$ cat config.mk
export PLATFORM = sky130hd
export DESIGN_NAME = fifo_irq_axil_regs
export DESIGN_NICKNAME = d
export VERILOG_FILES = /design/src/rtl/fifo_irq_pkg.sv /design/src/rtl/fifo_irq_axil_regs.sv
export SDC_FILE = /design/constraint.sdc
export NUM_CORES = 1
export LEC_CHECK = 0
export ABC_AREA = 1
export ABC_CLOCK_PERIOD_IN_PS = 1400
export BUFFER_PORTS_ARGS = -buffer_cell sky130_fd_sc_hd__buf_2
export CAP_MARGIN = 0
export CORE_MARGIN = 8
export CORE_UTILIZATION = 36
export CTS_CLUSTER_SIZE = 14
export DETAILED_ROUTE_END_ITERATION = 10
export PLACE_DENSITY = 0.82
export SLEW_MARGIN = 20
export SYNTH_ARGS = -nofsm -noshare
export SYNTH_HDL_FRONTEND = slang
export SYNTH_SLANG_ARGS = --single-unit
export TNS_END_PERCENT = 10
$ cat constraint.sdc
create_clock -name clk -period 1.4 [get_ports clk]
set_clock_uncertainty 0.2 [all_clocks]
set_input_delay 0.21 -clock clk [delete_from_list [all_inputs] [get_ports clk]]
set_output_delay 0.21 -clock clk [all_outputs]
set_load 0.01 [all_outputs]
$ cat src/rtl/fifo_irq_pkg.sv
// Shared register map, response codes and FSM states
// for the FIFO interrupt AXI4-Lite register block.
package fifo_irq_pkg;

  localparam logic [1:0] REG_STATUS = 2'd0;
  localparam logic [1:0] REG_ENABLE = 2'd1;
  localparam logic [1:0] REG_CLEAR  = 2'd2;
  localparam logic [1:0] REG_MASKED = 2'd3;

  localparam logic [1:0] RESP_OKAY   = 2'b00;
  localparam logic [1:0] RESP_SLVERR = 2'b10;

  typedef enum logic [1:0] {
    W_IDLE,
    W_HAVE_AW,
    W_HAVE_W,
    W_RESP
  } wr_state_e;

  typedef enum logic {
    R_IDLE,
    R_DATA
  } rd_state_e;

endpackage

$ cat src/rtl/fifo_irq_axil_regs.sv
// AXI4-Lite status/enable/clear/masked registers for the
// FIFO interrupt latch, with a registered masked irq line.
module fifo_irq_axil_regs
  import fifo_irq_pkg::*;
#(
  parameter int ADDR_WIDTH = 4,
  parameter int DATA_WIDTH = 32
) (
  input  logic                    clk,
  input  logic                    rst_n,
  input  logic [ADDR_WIDTH-1:0]   s_awaddr,
  input  logic                    s_awvalid,
  output logic                    s_awready,
  input  logic [DATA_WIDTH-1:0]   s_wdata,
  input  logic [DATA_WIDTH/8-1:0] s_wstrb,
  input  logic                    s_wvalid,
  output logic                    s_wready,
  output logic [1:0]              s_bresp,
  output logic                    s_bvalid,
  input  logic                    s_bready,
  input  logic [ADDR_WIDTH-1:0]   s_araddr,
  input  logic                    s_arvalid,
  output logic                    s_arready,
  output logic [DATA_WIDTH-1:0]   s_rdata,
  output logic [1:0]              s_rresp,
  output logic                    s_rvalid,
  input  logic                    s_rready,
  input  logic                    irq_full,
  input  logic                    irq_empty,
  output logic                    irq_clear_full,
  output logic                    irq_clear_empty,
  output logic                    irq_out
);

  wr_state_e wst;
  rd_state_e rst_q;

  logic [ADDR_WIDTH-1:0] aw_q;
  logic [1:0]            wd_q;
  logic                  ws_q;
  logic [1:0]            enable;

  logic                  aw_fire;
  logic                  w_fire;
  logic                  wr_go;
  logic [ADDR_WIDTH-1:0] wr_addr;
  logic [1:0]            wr_bits;
  logic                  wr_strb;
  logic                  wr_ok;
  logic                  wr_hit;
  logic [1:0]            rd_bits;
  logic                  rd_ok;

  logic unused_bits;
  assign unused_bits = ^{s_wdata[DATA_WIDTH-1:2],
                         s_wstrb[DATA_WIDTH/8-1:1]};

  // Anything above the 16-byte window is a decode error.
  function automatic logic addr_ok(
    input logic [ADDR_WIDTH-1:0] a
  );
    return (a >> 4) == '0;
  endfunction

  always_comb begin
    aw_fire = s_awvalid && s_awready;
    w_fire  = s_wvalid && s_wready;
    wr_go   = 1'b0;
    wr_addr = s_awaddr;
    wr_bits = s_wdata[1:0];
    wr_strb = s_wstrb[0];
    unique case (wst)
      W_IDLE:    wr_go = aw_fire && w_fire;
      W_HAVE_AW: begin
        wr_go   = w_fire;
        wr_addr = aw_q;
      end
      W_HAVE_W:  begin
        wr_go   = aw_fire;
        wr_bits = wd_q;
        wr_strb = ws_q;
      end
      default:   wr_go = 1'b0;
    endcase
    wr_ok  = addr_ok(wr_addr);
    wr_hit = wr_go && wr_ok && wr_strb;
  end

  always_ff @(posedge clk or negedge rst_n) begin
    if (!rst_n) begin
      wst       <= W_IDLE;
      s_awready <= 1'b0;
      s_wready  <= 1'b0;
      s_bvalid  <= 1'b0;
      s_bresp   <= RESP_OKAY;
      aw_q      <= '0;
      wd_q      <= '0;
      ws_q      <= 1'b0;
    end else if (wr_go) begin
      wst       <= W_RESP;
      s_awready <= 1'b0;
      s_wready  <= 1'b0;
      s_bvalid  <= 1'b1;
      s_bresp   <= wr_ok ? RESP_OKAY : RESP_SLVERR;
    end else begin
      unique case (wst)
        W_IDLE: begin
          if (aw_fire) begin
            wst       <= W_HAVE_AW;
            aw_q      <= s_awaddr;
            s_awready <= 1'b0;
            s_wready  <= 1'b1;
          end else if (w_fire) begin
            wst       <= W_HAVE_W;
            wd_q      <= s_wdata[1:0];
            ws_q      <= s_wstrb[0];
            s_awready <= 1'b1;
            s_wready  <= 1'b0;
          end else begin
            s_awready <= 1'b1;
            s_wready  <= 1'b1;
          end
        end
        W_RESP: begin
          if (s_bready) begin
            wst       <= W_IDLE;
            s_bvalid  <= 1'b0;
            s_awready <= 1'b1;
            s_wready  <= 1'b1;
          end
        end
        default: wst <= wst;
      endcase
    end
  end

  always_ff @(posedge clk or negedge rst_n) begin
    if (!rst_n) begin
      enable          <= 2'b00;
      irq_clear_full  <= 1'b0;
      irq_clear_empty <= 1'b0;
      irq_out         <= 1'b0;
    end else begin
      irq_clear_full  <= wr_hit &&
        wr_addr[3:2] == REG_CLEAR && wr_bits[0];
      irq_clear_empty <= wr_hit &&
        wr_addr[3:2] == REG_CLEAR && wr_bits[1];
      if (wr_hit && wr_addr[3:2] == REG_ENABLE)
        enable <= wr_bits;
      irq_out <= |({irq_empty, irq_full} & enable);
    end
  end

  always_comb begin
    rd_ok   = addr_ok(s_araddr);
    rd_bits = 2'b00;
    unique case (s_araddr[3:2])
      REG_STATUS: rd_bits = {irq_empty, irq_full};
      REG_ENABLE: rd_bits = enable;
      REG_CLEAR:  rd_bits = 2'b00;
      REG_MASKED: rd_bits = {irq_empty, irq_full} & enable;
      default:    rd_bits = 2'b00;
    endcase
    if (!rd_ok)
      rd_bits = 2'b00;
  end

  always_ff @(posedge clk or negedge rst_n) begin
    if (!rst_n) begin
      rst_q     <= R_IDLE;
      s_arready <= 1'b0;
      s_rvalid  <= 1'b0;
      s_rdata   <= '0;
      s_rresp   <= RESP_OKAY;
    end else begin
      unique case (rst_q)
        R_IDLE: begin
          if (s_arvalid && s_arready) begin
            rst_q     <= R_DATA;
            s_arready <= 1'b0;
            s_rvalid  <= 1'b1;
            s_rdata   <= DATA_WIDTH'(rd_bits);
            s_rresp   <= rd_ok ? RESP_OKAY : RESP_SLVERR;
          end else begin
            s_arready <= 1'b1;
          end
        end
        R_DATA: begin
          if (s_rready) begin
            rst_q     <= R_IDLE;
            s_rvalid  <= 1'b0;
            s_arready <= 1'b1;
          end
        end
        default: rst_q <= R_IDLE;
      endcase
    end
  end

endmodule

; ---- Word level (Yosys, flattened, before mapping)
; Index checks and enable logic that the tools add are counted.
[classes]
eq_ne = 12
mux = 30
bitwise = 4
reduce_logical = 22
[op_table]
columns = operator, count
row1 = two-way mux 1 bit, 16
row2 = equality test 2 bit (second input constant), 5
row3 = two-way mux 2 bit, 5
row4 = one-hot mux 1 bit (2 select lines), 5
row5 = logical AND 1 bit, 9
row6 = one-hot mux 2 bit (4 select lines), 1
row7 = AND reduction 2 bit, 4
row8 = equality test 2 x 1 -> 1 bit (second input constant), 3
row9 = AND reduction 3 bit, 2
row10 = zero test 2 bit, 2
row11 = two-way mux 4 bit, 1
row12 = inequality test 2 bit (second input constant), 2
row13 = inequality test 4 bit (second input constant), 1
row14 = one-hot mux 2 bit (2 select lines), 1
row15 = AND reduction 4 bit, 1
row16 = nonzero test 2 bit, 2
row17 = inequality test 3 bit (second input constant), 1
row18 = inverter 1 bit, 3
row19 = one-hot mux 1 bit (3 select lines), 1
row20 = nonzero test 3 bit, 1
row21 = AND 2 bit, 1
row22 = OR reduction 2 bit, 1
[word_totals]
regBits = 22
input_bits = 53
out_inout_bits = 44

; ---- Logic depth before layout (Yosys ltp)
; Gate-level depths: netlist of run 1.
[depth]
depth_word = 6
depth_mapped = 9
ltp_nobuf = 8

; ---- Worst setup path before layout of run 1
; OpenSTA, ideal clock, no wires.
[synth_path]
kind = reg2reg
startpoint = reg wst[0]
endpoint = reg enable[0]
setup_time_ns = 0.121
t_arrival_ns = 1.024
required_time_ns = 1.079
setup_slack_ns = 0.055
stages_incl_launch_ff = 8
cell_sequence = dfrtp_1 > buf_6 > inv_4 > nand3_1 > nand2_2 > nand3_2 > o21bai_1 > nand2_1
[synth_between]
elab_chain_len = 4
[synth_lines]
columns = element, line
row1 = start: declaration, fifo_irq_axil_regs.sv:35  ; wr_state_e wst;
row2 = start signal: assignment, fifo_irq_axil_regs.sv:132  ; default: wst <= wst;
row3 = "equality test 2 bit, or another cell as far along", fifo_irq_axil_regs.sv:72  ; unique case (wst)
row4 = "one-hot mux 1 bit (3 select lines), or another cell as far along", fifo_irq_axil_regs.sv:72
row5 = logical AND 1 bit or equality test 2 x 1 -> 1 bit (tied branches), "fifo_irq_axil_regs.sv:86, fifo_irq_axil_regs.sv:148"
row6 = logical AND 1 bit, fifo_irq_axil_regs.sv:148  ; if (wr_hit && wr_addr[3:2] == REG_ENABLE)
row7 = end signal: assignment, fifo_irq_axil_regs.sv:149  ; enable <= wr_bits;
row8 = end: declaration, fifo_irq_axil_regs.sv:41  ; logic [1:0] enable;
; Several ways; a longest one is shown, not always the timed one.
; A chain may end at the register's enable or synchronous reset.

; ---- Final worst setup path of run 1
[layout_path]
startpoint = reg wst[0]
endpoint = reg enable[1]
; Same word-level chain as after synthesis.

==> reports/results.txt, run 1 <==
CTS max path bufs: 2
Layout Utilization: 44.16%
Clock Latency Late Sink: 0.30 ns
reg2reg end: enable[1]
CTS tree: done
area leader, netlist: dfrtp_1
Hold Path Class: input pin to flop
Worst Path Arrival: 1.39 ns
io pins: 97
share of cells above drive strength 1: 31.71%
Detail Route Antenna Nets: 0
Critical Path End: enable[1]
clk slew on worst S/H paths: 0.11 ns
grt total ovfl: 0
CP startpoint: wst[0]
Max Cap Viol: 0
num rows: 22
RSZ-0062 raised after global routing: true
DR DRC count: 0
clock tree sinks: 20
first-pass GRT wire length: 4547 µm
top cell type's share of synthesized area: 38.42%
largest net degree at the start of global routing: 21
Post-Syn Instances: 162
placed wire-length estimate: 2124 µm
H-Tree Depth: 1
synthesis-to-layout area growth: 21.33%
cell at the root of the clock tree: clkbuf_4
Distinct cells, synth: 24
placer congestion estimate: 0.7929
Startpoint Class: flop
Tot Pwr: 2.897 mW
DR vias/cell: 4.079
min cycle time layout: 1.390 ns
leakage: 0.8750 nW
Seq/Total Area, Yosys: 38.42%
Die Footprint: 5799 µm²
Port Buf Inserts: 25
crit path max fanout: 5
CP Data Required Time: 1.40 ns
Ys Warns: 0
n_diodes: 0
core area: 3578 µm²
Avg Inst Size Synth: 8.040 µm²
Worst Reg2Reg Path Length in Cells: 6
# nets final: 260
Max Slew Vio Count: 0
reg-to-reg setup timing slack: 0.01 ns
Worst Setup Path Type: flop to flop
#FFs+latches synth: 20
DRT Wirelength: 2752 µm
status: completed
die width: 76.15 µm
PD cells: 1833 nW/µm²
WL/cell: 10.88 µm
Worst setup EP type: flop
DRT Pass-1 Iters: 4
final-report setup violation count: 0
starting density of the core: 36.40%
Final Hold Fails: 0
synthesized area: 1302 µm²
Chip Height: 76.15 µm
Final Cycle Share: 99.29%
initial antenna violation count: 0
vias post-DR: 1,032
TritonCTS Buffers: 3
gr usage total: 9.282%
Synth area leaders: dfrtp_1 38%, buf_4 20%, nand2_1 9.2%, inv_1 4.6%, nand2_2 3.8%
DRT iter0 DRCs: 24
Reg-to-Reg Start: wst[0]
VDD IR max: 713.4 µV
fmax: 719.4 MHz
vias in the first global route: 1,046
-- cells by family after synthesis --
group,count (synthesis),synth area share [%]
buf+inv,54,26.32
other cells,1,0.2879
flops,20,38.42
simple gates,67,25.65
compound gates,20,9.318
-- how the worst min path moves through the flow --
stage / cells after the start / endpoint / startpoint
finish: 3 / wst[0] / s_bready
global route: 3 / wst[0] / s_bready
CTS: 3 / wst[0] / s_bready
detailed placement: 1 / s_awready / rst_n
global placement: 1 / s_awready / rst_n
floorplan: 0 / aw_q[2] / rst_n
-- where the power goes --
| part | internal (mW) | total (mW) | switching (mW) |
|---|---|---|---|
| logic | 0.652 | 1.57 | 0.922 |
| registers | 0.845 | 1.05 | 0.205 |
| clock network | 0.100 | 0.274 | 0.173 |
| total | 1.60 | 2.90 | 1.30 |
-- cell usage in the layout (no fill, tap or decap), types with 3 or more instances in the layout --
master | synthesis | layout
nand2_4 | 2 | 5
nand2_1 | 32 | 30
nor2_1 | 10 | 8
clkbuf_4 | 0 | 3
o21ai_1 | 0 | 3
a21oi_1 | 4 | 4
buf_2 | 0 | 25
dlygate4sd3_1 | 0 | 9
nand3_1 | 9 | 5
o21ai_0 | 8 | 5
nand3_2 | 2 | 5
conb_1 | 1 | 34
inv_1 | 16 | 16
nand2_2 | 8 | 7
buf_4 | 34 | 8
dfrtp_1 | 20 | 18
-- metrics by stage --
stage                     hold slack (ns)  setup slack (ns)  setup TNS, ns  cells  area (µm²)
after floorplan                   -0.2856           0.05479              0    195        1426
after global placement           -0.01579         -0.003141      -0.003433    238        1383
after detailed placement        -0.007160          -0.03028       -0.04867    238        1383
after CTS                         0.04914          0.003098              0    250        1523
after global routing              0.07445          -0.08907        -0.2746    253        1580
final                             0.06977          0.009962              0    253        1580
-- synth_stat cells --
cell,n
buf_6,1
nand3b_1,1
o21ai_0,8
nor2_1,10
nand3_1,9
a22o_1,1
buf_4,34
clkinv_1,1
inv_4,2
conb_1,1
a31oi_1,1
inv_1,16
nand2_1,32
nand3_2,2
o21bai_1,2
o211ai_1,2
dfrtp_1,20
nand2_4,2
o21ai_2,1
nor3b_2,2
nand2_2,8
or2_2,1
a21o_1,1
a21oi_1,4
-- worst max-delay path, stage by stage (launching register included) --
cell and delay (ns):
dfrtp_2 0.48, inv_4 0.11, nand3_2 0.09, nand2_4 0.10
nand3_4 0.10, o21bai_1 0.14, nand2_1 0.06
-- state kept, by name, indices dropped and copies added (netlist names) --
| register | count |
|---|---|
| wst | 2 |
| s_wready | 1 |
| ws_q | 1 |
| wd_q | 2 |
| s_bvalid | 1 |
| s_arready | 1 |
| irq_out | 1 |
| s_awready | 1 |
| s_rvalid | 1 |
| s_rdata | 2 |
| enable | 2 |
| irq_clear_full | 1 |
| irq_clear_empty | 1 |
| rst_q | 1 |
| aw_q | 2 |
-- metal layers --
layer / part of all wire, % / global-route usage, % / wire, µm
met5: 0 / 0 / 0
met4: 1.1 / 3.462 / 31
met3: 8.1 / 3.892 / 224
met2: 48 / 14.82 / 1330
met1: 42 / 10.78 / 1166
-- layout make-up --
cell class | count | area, µm²
inverters | 19 | 78.83
multi-input cells | 121 | 640.6
repair buffers | 42 | 275.3
fillers | 375 | 1998
clock buffers | 3 | 22.52
well taps | 48 | 60.06
flip-flops and latches | 20 | 503.0
-- repair_timing --
action                     in CTS  in global routing
setup endpoints to repair       5                 12
pin swaps                       3                  5
hold buffers                    9                  0
hold endpoints to repair       31                  0
setup buffers                   0                  3
gates resized for setup         7                 14
Power figures use the tool's default switching activity.
==> run 2: changes to the inputs <==
ABC_CLOCK_PERIOD_IN_PS = 1650   (was 1400)
CORE_UTILIZATION = 43   (was 36)
PLACE_DENSITY = 0.91   (was 0.82)
clock period = 1.65 ns   (was 1.4 ns; I/O delays follow)
==> run 2 against run 1 <==
Sequential power shrank 15%; hold slack lost 0.064 ns; global-route usage grew 0.13 points.
==> reports/results.txt, run 2 (synthesis gave the netlist of run 1 again) <==
placer congestion estimate: 0.8653
clock tree sinks: 20
Port Buf Inserts: 25
DRT Pass-1 Iters: 4
most frequent cells in the layout: 34 x conb_1, 32 x nand2_1, 25 x buf_2
DRT Wirelength: 2380 µm
placed wire-length estimate: 1989 µm
crit path max fanout: 2
cell at the root of the clock tree: clkbuf_4
Final Hold Fails: 0
initial antenna violation count: 0
Worst setup EP type: flop
CP Data Required Time: 1.65 ns
H-Tree Depth: 1
starting density of the core: 43.74%
die width: 71.04 µm
DR vias/cell: 4.363
RSZ-0062 raised after global routing: false
vias post-DR: 986
DRT iter0 DRCs: 42
core area: 2978 µm²
Chip Height: 71.04 µm
Multi-input gate area: 583.1 µm²
dpl ws: 0.1234 ns
gr usage total: 9.416%
met1 wire length: 969 µm
first-pass GRT wire length: 3933 µm
CTS max path bufs: 2
post-CTS setup buffers: 0
# nets final: 247
vias in the first global route: 976
share of cells above drive strength 1: 24.87%
Hold Path Class: input pin to flop
setup ws final: 0.01577 ns
most common cell after layout, fill and taps aside: conb_1
Clock Latency Late Sink: 0.29 ns
io pins: 97
register area: 501.7 µm²
clk slew on worst S/H paths: 0.12 ns
Max Slew Vio Count: 0
Final Cycle Share: 99.04%
FILL cells: 298
Detail Route Antenna Nets: 0
DR DRC count: 0
TritonCTS Buffers: 3
status: completed
leakage: 0.8144 nW
final-report setup violation count: 0
num rows: 20
Layout Utilization: 47.69%
Placed Area: 1326 µm²
setup_tns: 0 ns
final hold slack: 0.006059 ns
largest net degree at the start of global routing: 21
VDD IR max: 407.1 µV
Die Footprint: 5046 µm²
synthesis-to-layout area growth: 9.030%
grt total ovfl: 0
metal2 WL: 1199 µm
highest metal used: met3
min cycle time layout: 1.634 ns
Design Area, Final: 1420 µm²
PD cells: 1647 nW/µm²
fmax: 611.9 MHz
n_diodes: 0
WL met3: 212 µm
Worst Setup Path Type: input pin to flop
Startpoint Class: input pin
Tot Pwr: 2.339 mW
CTS tree: done
WL/cell: 10.53 µm
final std cells w/o fill: 226
DP Cell Count: 218
Max Cap Viol: 0
Worst Path Arrival: 1.63 ns
run 2: cell types whose count changed in the layout (fill, tap and decap cells not counted), sizes merged:
cell         delta
buf             -8
bufinv          +1
dlygate4sd3     -5
run 2: layout make-up:
type                    instances  area share [%]
multi-input cells             121           41.06
repair buffers                 29           11.63
flip-flops and latches         20           35.33
inverters                      19           5.374
clock inverters                 1           2.115
clock buffers                   3           1.586
well taps                      33           2.907
run 2: timing repair:
| action | 4_1_cts | 5_1_grt |
|---|---|---|
| hold buffers | 4 | 0 |
| resized for setup | 0 | 1 |
| setup endpoints to repair | 0 | 2 |
| endpoints found under the hold margin | 22 | 0 |
run 2: metal layers:
layer	up-vias	track usage [%]
met3	0	3.672
met4	0	3.233
met5	-	0
met1	455	9.287
met2	30	17.40
li1	501	-
run 2: worst max-delay path: stages:
cell and delay [ns]:
dlygate4sd3_1 0.54, buf_2 0.14, a22o_1 0.16, dlygate4sd3_1 0.54
run 2: final timing paths:
kind,from,end,slack (ns),depth (start not counted)
max,irq_full,irq_out,0.02,4
min,s_wstrb[0],ws_q,0.006,3
max reg2reg,wst[0],enable[1],0.20,6
min reg2reg,s_bvalid,s_bvalid,0.29,2
max in group asynchronous,rst_n,wst[0],0.72,2
min in group asynchronous,rst_n,enable[1],0.21,2
run 2: report_power, final:
part | leakage [nW] | internal [mW] | total (mW) | switching, mW
combinational | 0.544 | 0.405 | 1.05 | 0.640
clock | 0.0279 | 0.245 | 0.398 | 0.153
sequential | 0.242 | 0.714 | 0.895 | 0.182
total | 0.814 | 1.36 | 2.34 | 0.975
